### src/rtl/cache_axi_pkg.sv
// Shared definitions for the cache-to-AXI bridge: FSM state encodings,
// AXI size/burst codes and default transaction IDs.
package cache_axi_pkg;

  localparam logic [2:0] ST_IDLE    = 3'd0;
  localparam logic [2:0] ST_RD_ADDR = 3'd1;
  localparam logic [2:0] ST_RD_DATA = 3'd2;
  localparam logic [2:0] ST_WR_ADDR = 3'd3;
  localparam logic [2:0] ST_WR_RESP = 3'd4;
  localparam logic [2:0] ST_DONE    = 3'd5;

  typedef enum logic [2:0] {
    IDLE    = ST_IDLE,
    RD_ADDR = ST_RD_ADDR,
    RD_DATA = ST_RD_DATA,
    WR_ADDR = ST_WR_ADDR,
    WR_RESP = ST_WR_RESP,
    DONE    = ST_DONE
  } state_t;

  localparam logic [1:0] SIZE_B     = 2'b00;
  localparam logic [1:0] SIZE_H     = 2'b01;
  localparam logic [1:0] SIZE_W     = 2'b10;
  localparam logic [1:0] BURST_INCR = 2'b01;

  localparam logic [3:0] DEF_INST_ID = 4'd0;
  localparam logic [3:0] DEF_DATA_ID = 4'd1;

  // The requester never issues size 2'b11; fold it onto a full word.
  function automatic logic [1:0] norm_size(input logic [1:0] size);
    return (size == 2'b11) ? SIZE_W : size;
  endfunction

endpackage

### src/rtl/cache_axi_bridge_if.sv
// AXI3 single-beat bus between the bridge (master) and the SoC crossbar
// (slave). Carries the AR/R/AW/W/B channels.
interface cache_axi_bridge_if;
  logic [3:0]  arid;
  logic [31:0] araddr;
  logic [7:0]  arlen;
  logic [2:0]  arsize;
  logic [1:0]  arburst;
  logic [1:0]  arlock;
  logic [3:0]  arcache;
  logic [2:0]  arprot;
  logic        arvalid;
  logic        arready;

  logic [3:0]  rid;
  logic [31:0] rdata;
  logic [1:0]  rresp;
  logic        rlast;
  logic        rvalid;
  logic        rready;

  logic [3:0]  awid;
  logic [31:0] awaddr;
  logic [7:0]  awlen;
  logic [2:0]  awsize;
  logic [1:0]  awburst;
  logic [1:0]  awlock;
  logic [3:0]  awcache;
  logic [2:0]  awprot;
  logic        awvalid;
  logic        awready;

  logic [3:0]  wid;
  logic [31:0] wdata;
  logic [3:0]  wstrb;
  logic        wlast;
  logic        wvalid;
  logic        wready;

  logic [3:0]  bid;
  logic [1:0]  bresp;
  logic        bvalid;
  logic        bready;

  modport master (
    output arid, araddr, arlen, arsize, arburst, arlock, arcache, arprot, arvalid,
    input  arready,
    input  rid, rdata, rresp, rlast, rvalid,
    output rready,
    output awid, awaddr, awlen, awsize, awburst, awlock, awcache, awprot, awvalid,
    input  awready,
    output wid, wdata, wstrb, wlast, wvalid,
    input  wready,
    input  bid, bresp, bvalid,
    output bready
  );

  modport slave (
    input  arid, araddr, arlen, arsize, arburst, arlock, arcache, arprot, arvalid,
    output arready,
    output rid, rdata, rresp, rlast, rvalid,
    input  rready,
    input  awid, awaddr, awlen, awsize, awburst, awlock, awcache, awprot, awvalid,
    output awready,
    input  wid, wdata, wstrb, wlast, wvalid,
    output wready,
    output bid, bresp, bvalid,
    input  bready
  );
endinterface

### src/rtl/axi_wstrb_gen.sv
// Write-strobe generator: maps request size and low address bits to the
// AXI byte-lane strobe.
//   size    in  2  00=byte, 01=half, 10/11=word
//   addr_lo in  2  byte address bits [1:0]
//   wstrb   out 4  byte-lane enables
module axi_wstrb_gen
  import cache_axi_pkg::*;
(
  input  logic [1:0] size,
  input  logic [1:0] addr_lo,
  output logic [3:0] wstrb
);

  always_comb begin
    wstrb = 4'b1111;
    case (size)
      SIZE_B:  wstrb = 4'b0001 << addr_lo;
      SIZE_H:  wstrb = addr_lo[1] ? 4'b1100 : 4'b0011;
      default: wstrb = 4'b1111;
    endcase
  end

endmodule

### src/rtl/cache_axi_bridge.sv
// Bridge from the cache req/dok protocol to single-beat AXI3 transactions.
// Arbitrates instruction and data ports with fixed priority, runs one
// transaction at a time and returns read data with a one-cycle dok pulse.
//   clk, reset                 clock, synchronous active-high reset
//   inst_cache_*               instruction port (always a word read)
//   data_cache_*               data port (read/write, byte/half/word)
//   stall_by_arbitrater        a request is outstanding without its dok
//   bus_err                    pulses with dok on non-OKAY RRESP/BRESP
//   bus                        AXI3 master port
module cache_axi_bridge
  import cache_axi_pkg::*;
#(
  parameter bit         PRIO_DATA = 1'b1,
  parameter logic [3:0] INST_ID   = DEF_INST_ID,
  parameter logic [3:0] DATA_ID   = DEF_DATA_ID
) (
  input  logic        clk,
  input  logic        reset,

  input  logic        inst_cache_req,
  input  logic [31:0] inst_cache_addr,
  input  logic        inst_cache_wr,
  input  logic [1:0]  inst_cache_size,
  input  logic [31:0] inst_cache_wdata,
  output logic [31:0] inst_cache_rdata,
  output logic        inst_cache_dok,

  input  logic        data_cache_req,
  input  logic [31:0] data_cache_addr,
  input  logic        data_cache_wr,
  input  logic [1:0]  data_cache_size,
  input  logic [31:0] data_cache_wdata,
  output logic [31:0] data_cache_rdata,
  output logic        data_cache_dok,

  output logic        stall_by_arbitrater,
  output logic        bus_err,

  cache_axi_bridge_if.master bus
);

  state_t      state;
  logic        sel_data;
  logic [31:0] addr_q;
  logic [31:0] wdata_q;
  logic [1:0]  size_q;
  logic [1:0]  resp_q;
  logic        aw_done;
  logic        w_done;
  logic [31:0] inst_rdata_q;
  logic [31:0] data_rdata_q;
  logic [3:0]  wstrb_w;

  logic grant_data;
  logic aw_fire;
  logic w_fire;
  logic aw_all;
  logic w_all;

  assign grant_data = data_cache_req & (PRIO_DATA | ~inst_cache_req);
  assign aw_fire    = bus.awvalid & bus.awready;
  assign w_fire     = bus.wvalid & bus.wready;
  assign aw_all     = aw_done | aw_fire;
  assign w_all      = w_done | w_fire;

  always_ff @(posedge clk) begin
    if (reset) begin
      state        <= IDLE;
      sel_data     <= 1'b0;
      addr_q       <= '0;
      wdata_q      <= '0;
      size_q       <= '0;
      resp_q       <= '0;
      aw_done      <= 1'b0;
      w_done       <= 1'b0;
      inst_rdata_q <= '0;
      data_rdata_q <= '0;
    end else begin
      case (state)
        IDLE: begin
          aw_done <= 1'b0;
          w_done  <= 1'b0;
          if (grant_data) begin
            sel_data <= 1'b1;
            addr_q   <= data_cache_addr;
            size_q   <= norm_size(data_cache_size);
            wdata_q  <= data_cache_wdata;
            state    <= data_cache_wr ? WR_ADDR : RD_ADDR;
          end else if (inst_cache_req) begin
            sel_data <= 1'b0;
            addr_q   <= inst_cache_addr;
            size_q   <= SIZE_W;
            state    <= RD_ADDR;
          end
        end
        RD_ADDR: if (bus.arready) state <= RD_DATA;
        RD_DATA: begin
          if (bus.rvalid) begin
            resp_q <= bus.rresp;
            if (sel_data) data_rdata_q <= bus.rdata;
            else          inst_rdata_q <= bus.rdata;
            state <= DONE;
          end
        end
        WR_ADDR: begin
          // AW and W complete independently in any order; leave once both have.
          if (aw_all && w_all) begin
            aw_done <= 1'b0;
            w_done  <= 1'b0;
            state   <= WR_RESP;
          end else begin
            aw_done <= aw_all;
            w_done  <= w_all;
          end
        end
        WR_RESP: begin
          if (bus.bvalid) begin
            resp_q <= bus.bresp;
            state  <= DONE;
          end
        end
        DONE:    state <= IDLE;
        default: state <= IDLE;
      endcase
    end
  end

  axi_wstrb_gen u_wstrb (
    .size    (size_q),
    .addr_lo (addr_q[1:0]),
    .wstrb   (wstrb_w)
  );

  assign bus.arid    = sel_data ? DATA_ID : INST_ID;
  assign bus.araddr  = addr_q;
  assign bus.arlen   = '0;
  assign bus.arsize  = {1'b0, size_q};
  assign bus.arburst = BURST_INCR;
  assign bus.arlock  = '0;
  assign bus.arcache = '0;
  assign bus.arprot  = '0;
  assign bus.arvalid = (state == RD_ADDR);
  assign bus.rready  = (state == RD_DATA);

  assign bus.awid    = DATA_ID;
  assign bus.awaddr  = addr_q;
  assign bus.awlen   = '0;
  assign bus.awsize  = {1'b0, size_q};
  assign bus.awburst = BURST_INCR;
  assign bus.awlock  = '0;
  assign bus.awcache = '0;
  assign bus.awprot  = '0;
  assign bus.awvalid = (state == WR_ADDR) & ~aw_done;

  assign bus.wid     = DATA_ID;
  assign bus.wdata   = wdata_q;
  assign bus.wstrb   = wstrb_w;
  assign bus.wlast   = 1'b1;
  assign bus.wvalid  = (state == WR_ADDR) & ~w_done;
  assign bus.bready  = (state == WR_RESP);

  assign inst_cache_dok   = (state == DONE) & ~sel_data;
  assign data_cache_dok   = (state == DONE) & sel_data;
  assign inst_cache_rdata = inst_rdata_q;
  assign data_cache_rdata = data_rdata_q;
  assign bus_err          = (state == DONE) & (|resp_q);

  assign stall_by_arbitrater = (inst_cache_req & ~inst_cache_dok) |
                               (data_cache_req & ~data_cache_dok);

  // Instruction write fields and AXI IDs/rlast are intentionally not consumed.
  logic unused_ok;
  assign unused_ok = &{1'b0, inst_cache_wr, inst_cache_size, inst_cache_wdata,
                       bus.rid, bus.rlast, bus.bid};

endmodule
### src/flat_wrapper.sv
// flat-port wrapper written by rule: the top's interface ports become plain ports
module cache_axi_bridge_flat import cache_axi_pkg::*;
#(
  parameter bit         PRIO_DATA = 1'b1,
  parameter logic [3:0] INST_ID   = DEF_INST_ID,
  parameter logic [3:0] DATA_ID   = DEF_DATA_ID
)
  (clk, reset, inst_cache_req, inst_cache_addr, inst_cache_wr, inst_cache_size, inst_cache_wdata, inst_cache_rdata, inst_cache_dok, data_cache_req, data_cache_addr, data_cache_wr, data_cache_size, data_cache_wdata, data_cache_rdata, data_cache_dok, stall_by_arbitrater, bus_err, bus_arid, bus_araddr, bus_arlen, bus_arsize, bus_arburst, bus_arlock, bus_arcache, bus_arprot, bus_arvalid, bus_arready, bus_rid, bus_rdata, bus_rresp, bus_rlast, bus_rvalid, bus_rready, bus_awid, bus_awaddr, bus_awlen, bus_awsize, bus_awburst, bus_awlock, bus_awcache, bus_awprot, bus_awvalid, bus_awready, bus_wid, bus_wdata, bus_wstrb, bus_wlast, bus_wvalid, bus_wready, bus_bid, bus_bresp, bus_bvalid, bus_bready);
  cache_axi_bridge_if bus_i ();
  input  logic clk;
  input  logic reset;
  input  logic inst_cache_req;
  input  logic [31:0] inst_cache_addr;
  input  logic inst_cache_wr;
  input  logic [1:0] inst_cache_size;
  input  logic [31:0] inst_cache_wdata;
  output logic [31:0] inst_cache_rdata;
  output logic inst_cache_dok;
  input  logic data_cache_req;
  input  logic [31:0] data_cache_addr;
  input  logic data_cache_wr;
  input  logic [1:0] data_cache_size;
  input  logic [31:0] data_cache_wdata;
  output logic [31:0] data_cache_rdata;
  output logic data_cache_dok;
  output logic stall_by_arbitrater;
  output logic bus_err;
  output wire logic [$bits(bus_i.arid)-1:0] bus_arid;
  output wire logic [$bits(bus_i.araddr)-1:0] bus_araddr;
  output wire logic [$bits(bus_i.arlen)-1:0] bus_arlen;
  output wire logic [$bits(bus_i.arsize)-1:0] bus_arsize;
  output wire logic [$bits(bus_i.arburst)-1:0] bus_arburst;
  output wire logic [$bits(bus_i.arlock)-1:0] bus_arlock;
  output wire logic [$bits(bus_i.arcache)-1:0] bus_arcache;
  output wire logic [$bits(bus_i.arprot)-1:0] bus_arprot;
  output wire logic [$bits(bus_i.arvalid)-1:0] bus_arvalid;
  input wire logic [$bits(bus_i.arready)-1:0] bus_arready;
  input wire logic [$bits(bus_i.rid)-1:0] bus_rid;
  input wire logic [$bits(bus_i.rdata)-1:0] bus_rdata;
  input wire logic [$bits(bus_i.rresp)-1:0] bus_rresp;
  input wire logic [$bits(bus_i.rlast)-1:0] bus_rlast;
  input wire logic [$bits(bus_i.rvalid)-1:0] bus_rvalid;
  output wire logic [$bits(bus_i.rready)-1:0] bus_rready;
  output wire logic [$bits(bus_i.awid)-1:0] bus_awid;
  output wire logic [$bits(bus_i.awaddr)-1:0] bus_awaddr;
  output wire logic [$bits(bus_i.awlen)-1:0] bus_awlen;
  output wire logic [$bits(bus_i.awsize)-1:0] bus_awsize;
  output wire logic [$bits(bus_i.awburst)-1:0] bus_awburst;
  output wire logic [$bits(bus_i.awlock)-1:0] bus_awlock;
  output wire logic [$bits(bus_i.awcache)-1:0] bus_awcache;
  output wire logic [$bits(bus_i.awprot)-1:0] bus_awprot;
  output wire logic [$bits(bus_i.awvalid)-1:0] bus_awvalid;
  input wire logic [$bits(bus_i.awready)-1:0] bus_awready;
  output wire logic [$bits(bus_i.wid)-1:0] bus_wid;
  output wire logic [$bits(bus_i.wdata)-1:0] bus_wdata;
  output wire logic [$bits(bus_i.wstrb)-1:0] bus_wstrb;
  output wire logic [$bits(bus_i.wlast)-1:0] bus_wlast;
  output wire logic [$bits(bus_i.wvalid)-1:0] bus_wvalid;
  input wire logic [$bits(bus_i.wready)-1:0] bus_wready;
  input wire logic [$bits(bus_i.bid)-1:0] bus_bid;
  input wire logic [$bits(bus_i.bresp)-1:0] bus_bresp;
  input wire logic [$bits(bus_i.bvalid)-1:0] bus_bvalid;
  output wire logic [$bits(bus_i.bready)-1:0] bus_bready;
  assign bus_arid = bus_i.arid;
  assign bus_araddr = bus_i.araddr;
  assign bus_arlen = bus_i.arlen;
  assign bus_arsize = bus_i.arsize;
  assign bus_arburst = bus_i.arburst;
  assign bus_arlock = bus_i.arlock;
  assign bus_arcache = bus_i.arcache;
  assign bus_arprot = bus_i.arprot;
  assign bus_arvalid = bus_i.arvalid;
  assign bus_i.arready = bus_arready;
  assign bus_i.rid = bus_rid;
  assign bus_i.rdata = bus_rdata;
  assign bus_i.rresp = bus_rresp;
  assign bus_i.rlast = bus_rlast;
  assign bus_i.rvalid = bus_rvalid;
  assign bus_rready = bus_i.rready;
  assign bus_awid = bus_i.awid;
  assign bus_awaddr = bus_i.awaddr;
  assign bus_awlen = bus_i.awlen;
  assign bus_awsize = bus_i.awsize;
  assign bus_awburst = bus_i.awburst;
  assign bus_awlock = bus_i.awlock;
  assign bus_awcache = bus_i.awcache;
  assign bus_awprot = bus_i.awprot;
  assign bus_awvalid = bus_i.awvalid;
  assign bus_i.awready = bus_awready;
  assign bus_wid = bus_i.wid;
  assign bus_wdata = bus_i.wdata;
  assign bus_wstrb = bus_i.wstrb;
  assign bus_wlast = bus_i.wlast;
  assign bus_wvalid = bus_i.wvalid;
  assign bus_i.wready = bus_wready;
  assign bus_i.bid = bus_bid;
  assign bus_i.bresp = bus_bresp;
  assign bus_i.bvalid = bus_bvalid;
  assign bus_bready = bus_i.bready;
  cache_axi_bridge #(.PRIO_DATA(PRIO_DATA), .INST_ID(INST_ID), .DATA_ID(DATA_ID)) u_core (.clk(clk), .reset(reset), .inst_cache_req(inst_cache_req), .inst_cache_addr(inst_cache_addr), .inst_cache_wr(inst_cache_wr), .inst_cache_size(inst_cache_size), .inst_cache_wdata(inst_cache_wdata), .inst_cache_rdata(inst_cache_rdata), .inst_cache_dok(inst_cache_dok), .data_cache_req(data_cache_req), .data_cache_addr(data_cache_addr), .data_cache_wr(data_cache_wr), .data_cache_size(data_cache_size), .data_cache_wdata(data_cache_wdata), .data_cache_rdata(data_cache_rdata), .data_cache_dok(data_cache_dok), .stall_by_arbitrater(stall_by_arbitrater), .bus_err(bus_err), .bus(bus_i));
endmodule
### config.mk
export PLATFORM = sky130hd
export DESIGN_NAME = cache_axi_bridge_flat
export DESIGN_NICKNAME = d
export VERILOG_FILES = /design/src/rtl/cache_axi_pkg.sv /design/src/rtl/cache_axi_bridge_if.sv /design/src/rtl/axi_wstrb_gen.sv /design/src/rtl/cache_axi_bridge.sv /design/src/flat_wrapper.sv
export SDC_FILE = /design/constraint.sdc
export NUM_CORES = 1
export LEC_CHECK = 0
export BUFFER_PORTS_ARGS = -buffer_cell sky130_fd_sc_hd__clkbuf_2
export CAP_MARGIN = 20
export CORE_AREA = 4 4 161 163
export CTS_BUF_LIST = sky130_fd_sc_hd__clkbuf_16
export DETAILED_ROUTE_END_ITERATION = 10
export DIE_AREA = 0 0 165 167
export SYNTH_ARGS = -nofsm -noshare
export SYNTH_HDL_FRONTEND = slang
export SYNTH_SLANG_ARGS = --single-unit
export TNS_END_PERCENT = 5
### constraint.sdc
create_clock -name clk -period 2.1 [get_ports clk]
set_clock_uncertainty 0.15 [all_clocks]
set_input_delay 0.21 -clock clk [delete_from_list [all_inputs] [get_ports clk]]
set_output_delay 0.21 -clock clk [all_outputs]
set_load 0.02 [all_outputs]
==> results of run 1 <==
-- what timing repair did --
action	4_1_cts	5_1_grt
endpoints found under the hold margin	131	1
endpoints found under the setup margin	1	3
gates resized for setup	1	7
hold buffers	124	1
-- worst paths after layout --
kind	start	endpoint	slack (ns)	cells past startpoint
worst max-delay path	u_core.state[1]	stall_by_arbitrater	0.13	5
worst min-delay path	data_cache_addr[5]	u_core.bus.araddr[5]	0.02	3
worst max register to register	u_core.state[2]	u_core.resp_q[1]	0.13	5
worst min register to register	u_core.bus.wdata[30]	u_core.bus.wdata[30]	0.30	2
-- cell families (layout without fill, tap and decap cells) --
family,after synthesis,in the layout,share of synthesized area [%]
flip-flops,138,138,42.9
other,2,53,0.117
multiplexers,35,35,5.44
buffers and inverters,164,506,16.4
AO/OA/AOI/OAI,253,253,21.8
AND/OR/NAND/NOR,169,169,13.4
-- cells in the final DEF, fill, tap and decap left out, types with 3 or more instances in the layout --
cell	instances
o31ai_1	3
nor2_1	9
o21ai_0	66
nor3_1	3
dfxtp_2	3
mux2i_1	35
inv_6	5
clkbuf_2	319
clkinv_4	3
a21oi_1	135
nand3b_1	4
conb_1	52
dfxtp_1	135
buf_12	7
nand2_1	66
a211oi_1	33
nand3_1	65
clkbuf_16	17
inv_1	7
dlygate4sd3_1	125
buf_4	15
-- state kept, by name, summed over array words and instances, names as in the netlist --
signal / flops
u_core.bus.wdata: 32
u_core.data_cache_rdata: 32
u_core.aw_done: 1
u_core.resp_q: 2
u_core.w_done: 1
u_core.size_q: 2
u_core.sel_data: 1
u_core.inst_cache_rdata: 32
u_core.state: 3
u_core.bus.araddr: 32
-- where the power goes --
group | internal, mW | switching, mW | leakage [nW]
combinational | 1.08 | 1.83 | 2.94
clock | 1.77 | 1.26 | 0.288
sequential | 2.91 | 0.234 | 1.13
-- metal layers --
layer,wire length (µm),up-vias
met5,11,-
met4,811,2
met3,1870,50
met2,11100,307
met1,8910,3138
li1,-,3289
-- stage by stage --
| step | area [µm²] | setup slack [ns] |
|---|---|---|
| 2_1_floorplan | 6630 | 0.258 |
| 3_3_place_gp | 7870 | 0.395 |
| 3_5_place_dp | 7870 | 0.383 |
| 4_1_cts | 9700 | 0.0269 |
| 5_1_grt | 9720 | 0.0265 |
| 6_report | 9720 | 0.129 |
-- worst max-delay path: stages (launching register included) --
cell      delay, ns
dfxtp_2        0.38
buf_6          0.15
nand3b_1       0.21
nor2_2         0.07
a22oi_1        0.21
buf_4          0.18
-- cell type report --
| class | count | area [µm²] | area share (%) |
|---|---|---|---|
| diodes | 1 | 2.50 | 0.0257 |
| clock buffers | 17 | 425 | 4.37 |
| clock inverters | 15 | 163 | 1.67 |
| inverters | 7 | 26.3 | 0.270 |
| multi-input cells | 509 | 2820 | 29.0 |
| flip-flops and latches | 138 | 2770 | 28.4 |
| well taps | 324 | 405 | 4.17 |
| repair buffers | 467 | 3110 | 32.0 |
==> results_dict.tcl, run 1 <==
set metrics [dict create \
    hold_viol_final 0 \
    critPathCaptureType "output port" \
    fin_util_pct 40.0 \
    cts_setup_buffers 0 \
    grt_pass1_vias 6624 \
    avgSynthCellArea_um2 8.47 \
    yosys_warnings 0 \
    fin_cells 1478 \
    cts_buffers 17 \
    fillCellCount 2495 \
    postRouteAntennaNets 0 \
    die_h_um 167 \
    ys_types 45 \
    die_area_um2 27600 \
    track_usage_pct 15.8 \
    async_flop_share_pct 0 \
    grt_overflow 0 \
    dp_cells 1320 \
    wl_per_cell_um 15.4 \
    cp.required_ns 1.74 \
    min_period_ns 1.97 \
    synth_area_um2 6440 \
    start_kind "flop" \
    powerDensity_nw_per_um2 935 \
    synthTopCellsByArea "dfxtp_1, buf_4, a21oi_1" \
    critical_path.max_fanout 8 \
    vias 6786 \
    die_w_um 165 \
    use_met3_pct 4.97 \
    status "finished, final reports clean" \
    max_slew.worst_pin.slew_ns 0.676 \
    hold-worst-slack_ns 0.0193 \
    grt.busiest_layer "met2" \
    max_slew_margin_pct 54.9 \
    path_clk_slew_ns 0.06 \
    cts.htree.levels 4 \
    drv_cap 0 \
    synth_common_cells "dfxtp_1, a21oi_1, buf_4" \
    initial_core_util_pct 26.5 \
    slew_violations 0 \
    fmax_mhz 507 \
    nets 1328 \
    p_leak_nw 4.35 \
    arrival_ns 1.61 \
    rsz0062_at_grt "false" \
    initialDrtViolationCount 376 \
    place_hpwl_um 15400 \
    ir_drop_mv 0.442 \
    finalSetupTns_ns 0 \
    gp_congestion 0.830 \
    yosysMostFrequentCell "dfxtp_1" \
    post-route-period-util_pct 93.9 \
    rows 57 \
    route.detailed.drc 0 \
    worstSetupPathType "flop to output port" \
    via_per_inst 4.59 \
    hold_class "input port to flop" \
    grt_max_degree 68 \
    met2_usage_pct 26.7 \
    drive_above_1_share_pct 33.7 \
    ioPinCount 418 \
    cts_tree "done" \
    yosysSeqAreaShare_pct 42.9 \
    core-area_um2 24300 \
    drt_wl_total_um 22700 \
    finalPower_mw 9.09 \
    grt_use_met1_pct 17.9 \
    area_growth_pct 50.9 \
    numPortBuffers 321 \
    synthCells 761 \
    clkLatencyLatePin_ns 0.41 \
    cts_sinks 138 \
    synth_top_area_share_pct 42.9 \
    grt_pass1_wl_um 34900 \
    yosysTopAreaCell "dfxtp_1" \
    yosys_register_bits 138 \
    drt_first_pass_iters 5 \
    antenna_found_initial 2 \
    synth_edf_count 0 \
    clockBufferDepth 2 \
    setup_viol 0 \
    cts_root_buf "clkbuf_16" \
    ys.flop_type "dfxtp_1" \
]
Note: power is estimated with default switching activity, not from simulation.
==> inputs of run 2 (changes only) <==
--- a/config.mk
+++ b/config.mk
@@ -7,10 +7,10 @@
 export LEC_CHECK = 0
 export BUFFER_PORTS_ARGS = -buffer_cell sky130_fd_sc_hd__clkbuf_2
 export CAP_MARGIN = 20
-export CORE_AREA = 4 4 161 163
+export CORE_AREA = 4 4 162 164
 export CTS_BUF_LIST = sky130_fd_sc_hd__clkbuf_16
 export DETAILED_ROUTE_END_ITERATION = 10
-export DIE_AREA = 0 0 165 167
+export DIE_AREA = 0 0 166 168
 export SYNTH_ARGS = -nofsm -noshare
 export SYNTH_HDL_FRONTEND = slang
 export SYNTH_SLANG_ARGS = --single-unit
==> constraint.sdc (replaced) <==
create_clock -name clk -period 2.5 [get_ports clk]
set_clock_uncertainty 0.15 [all_clocks]
set_input_delay 0.25 -clock clk [delete_from_list [all_inputs] [get_ports clk]]
set_output_delay 0.25 -clock clk [all_outputs]
set_load 0.02 [all_outputs]
==> run 2 against run 1 <==
Non-clock buffer count shrank 36. First-iteration DRC count grew 23%. Power shrank 18%. Combinational power shrank 22%. Largest cell class is now multi-input combinational cells. Setup slack gained 0.22 ns. Highest routed layer is now met4.
==> results_dict.tcl, run 2 (synthesis gave the netlist of run 1 again) <==
set metrics [dict create \
    reg2regPathDepth 4 \
    gp_congestion 0.792 \
    grt_pass1_vias 6355 \
    grt_use_met1_pct 18.0 \
    nets 1292 \
    cp_slowest_cell "dfxtp_1" \
    ioPinCount 418 \
    route.detailed.drc 0 \
    cts_root_buf "clkbuf_16" \
    max_slew_margin_pct 58.9 \
    min_period_ns 2.15 \
    min_path_cells 3 \
    cp.buffers_inverters 1 \
    cp.required_ns 2.10 \
    placed_area_um2 7780 \
    finalSetupTns_ns 0 \
    critPathCaptureType "output port" \
    grt_max_degree 77 \
    met2_usage_pct 26.4 \
    crit_cells 4 \
    insertedDiodeCount 0 \
    fin_util_pct 37.5 \
    stdcell_area_um2 9320 \
    slew_violations 0 \
    cts_buffers 17 \
    start_kind "flop" \
    clockBufferDepth 2 \
    worstSetupPathType "flop to output port" \
    antenna_found_initial 0 \
    area_growth_pct 44.7 \
    use_met3_pct 4.41 \
    final_common_cell "clkbuf_2" \
    powerDensity_nw_per_um2 803 \
    critical_path.max_fanout 5 \
    ir_drop_mv 0.396 \
    cts.htree.levels 4 \
    drive_above_1_share_pct 33.9 \
    postRouteAntennaNets 0 \
    core-area_um2 24900 \
    vias 6548 \
    cts_sinks 138 \
    mostFrequentLayoutCells "clkbuf_2, dfxtp_1, a21oi_1" \
    clkLatencyLatePin_ns 0.41 \
    initial_core_util_pct 25.9 \
    slowest_delay_ns 0.44 \
    track_usage_pct 14.9 \
    cts_tree "done" \
    arrival_ns 1.75 \
    place_hpwl_um 14500 \
    post-route-period-util_pct 86.0 \
    crit_chain "nand3b_1 -> nor2_1 -> a22oi_1 -> clkbuf_2" \
    rsz0062_at_grt "false" \
    p_leak_nw 4.18 \
    numPortBuffers 321 \
    max_slew.worst_pin.slew_ns 0.617 \
    rows 58 \
    die_w_um 166 \
    die_area_um2 27900 \
    drv_cap 0 \
    grt_pass1_wl_um 34300 \
    wl_per_cell_um 15.1 \
    drt_wl_total_um 21700 \
    cts_setup_buffers 0 \
    fmax_mhz 465 \
    status "finished, final reports clean" \
    crit_family "flip-flops" \
    grt_overflow 0 \
    grt.busiest_layer "met2" \
    initialDrtViolationCount 461 \
    path_clk_slew_ns 0.06 \
    drt_first_pass_iters 4 \
    via_per_inst 4.53 \
    hold_viol_final 0 \
    hold_class "input port to flop" \
    setup_viol 0 \
    die_h_um 168 \
]
[run 2: final timing paths]
| path | end | slack [ns] | startpoint |
|---|---|---|---|
| max | stall_by_arbitrater | 0.35 | u_core.state[1] |
| min | u_core.bus.araddr[3] | 0.02 | data_cache_addr[3] |
| max reg2reg | u_core.bus.wdata[21] | 0.59 | u_core.state[0] |
| min reg2reg | u_core.bus.wdata[11] | 0.30 | u_core.bus.wdata[11] |
[run 2: worst min-delay path, cell delays in order]
cell	delay, ns
clkbuf_2	0.08
mux2i_1	0.12
a211oi_1	0.08
[run 2: per-layer routing]
layer	share of wire [%]	vias up
li1	-	3213
met1	41	3042
met2	51	275
met3	7.3	18
met4	1.5	0
met5	0	-
[run 2: report_power, final]
part           internal [mW]  switching, mW  leakage (nW)
clock network           1.55           1.00         0.286
registers               2.44          0.221          1.13
logic                  0.802           1.46          2.77
total                   4.80           2.69          4.18
[run 2: what timing repair did]
action / 4_1_cts / 5_1_grt
endpoints found under the hold margin: 118 / 0
hold buffers: 96 / 0
gates resized for setup: 0 / 0
[run 2: area by class of cell]
cell class	count	area, µm²
clock buffer	17	425
clock inverter	13	155
fill	2522	15600
inverter	7	26.3
multi-input combinational	509	2820
sequential	138	2760
tap	330	413
timing repair buffer	431	2730
[run 2: metrics by stage]
| stage | setup slack [ns] | instances | power (mW) | hold slack, ns |
|---|---|---|---|---|
| 2_1_floorplan | 0.618 | 811 | 4.36 | 0.236 |
| 3_3_place_gp | 0.575 | 1319 | 4.85 | 0.294 |
| 3_5_place_dp | 0.571 | 1319 | 4.87 | 0.296 |
| 4_1_cts | 0.270 | 1445 | 7.60 | 0.0000548 |
| 5_1_grt | 0.217 | 1445 | 7.90 | 0.0137 |
| 6_report | 0.350 | 1445 | 7.49 | 0.0201 |
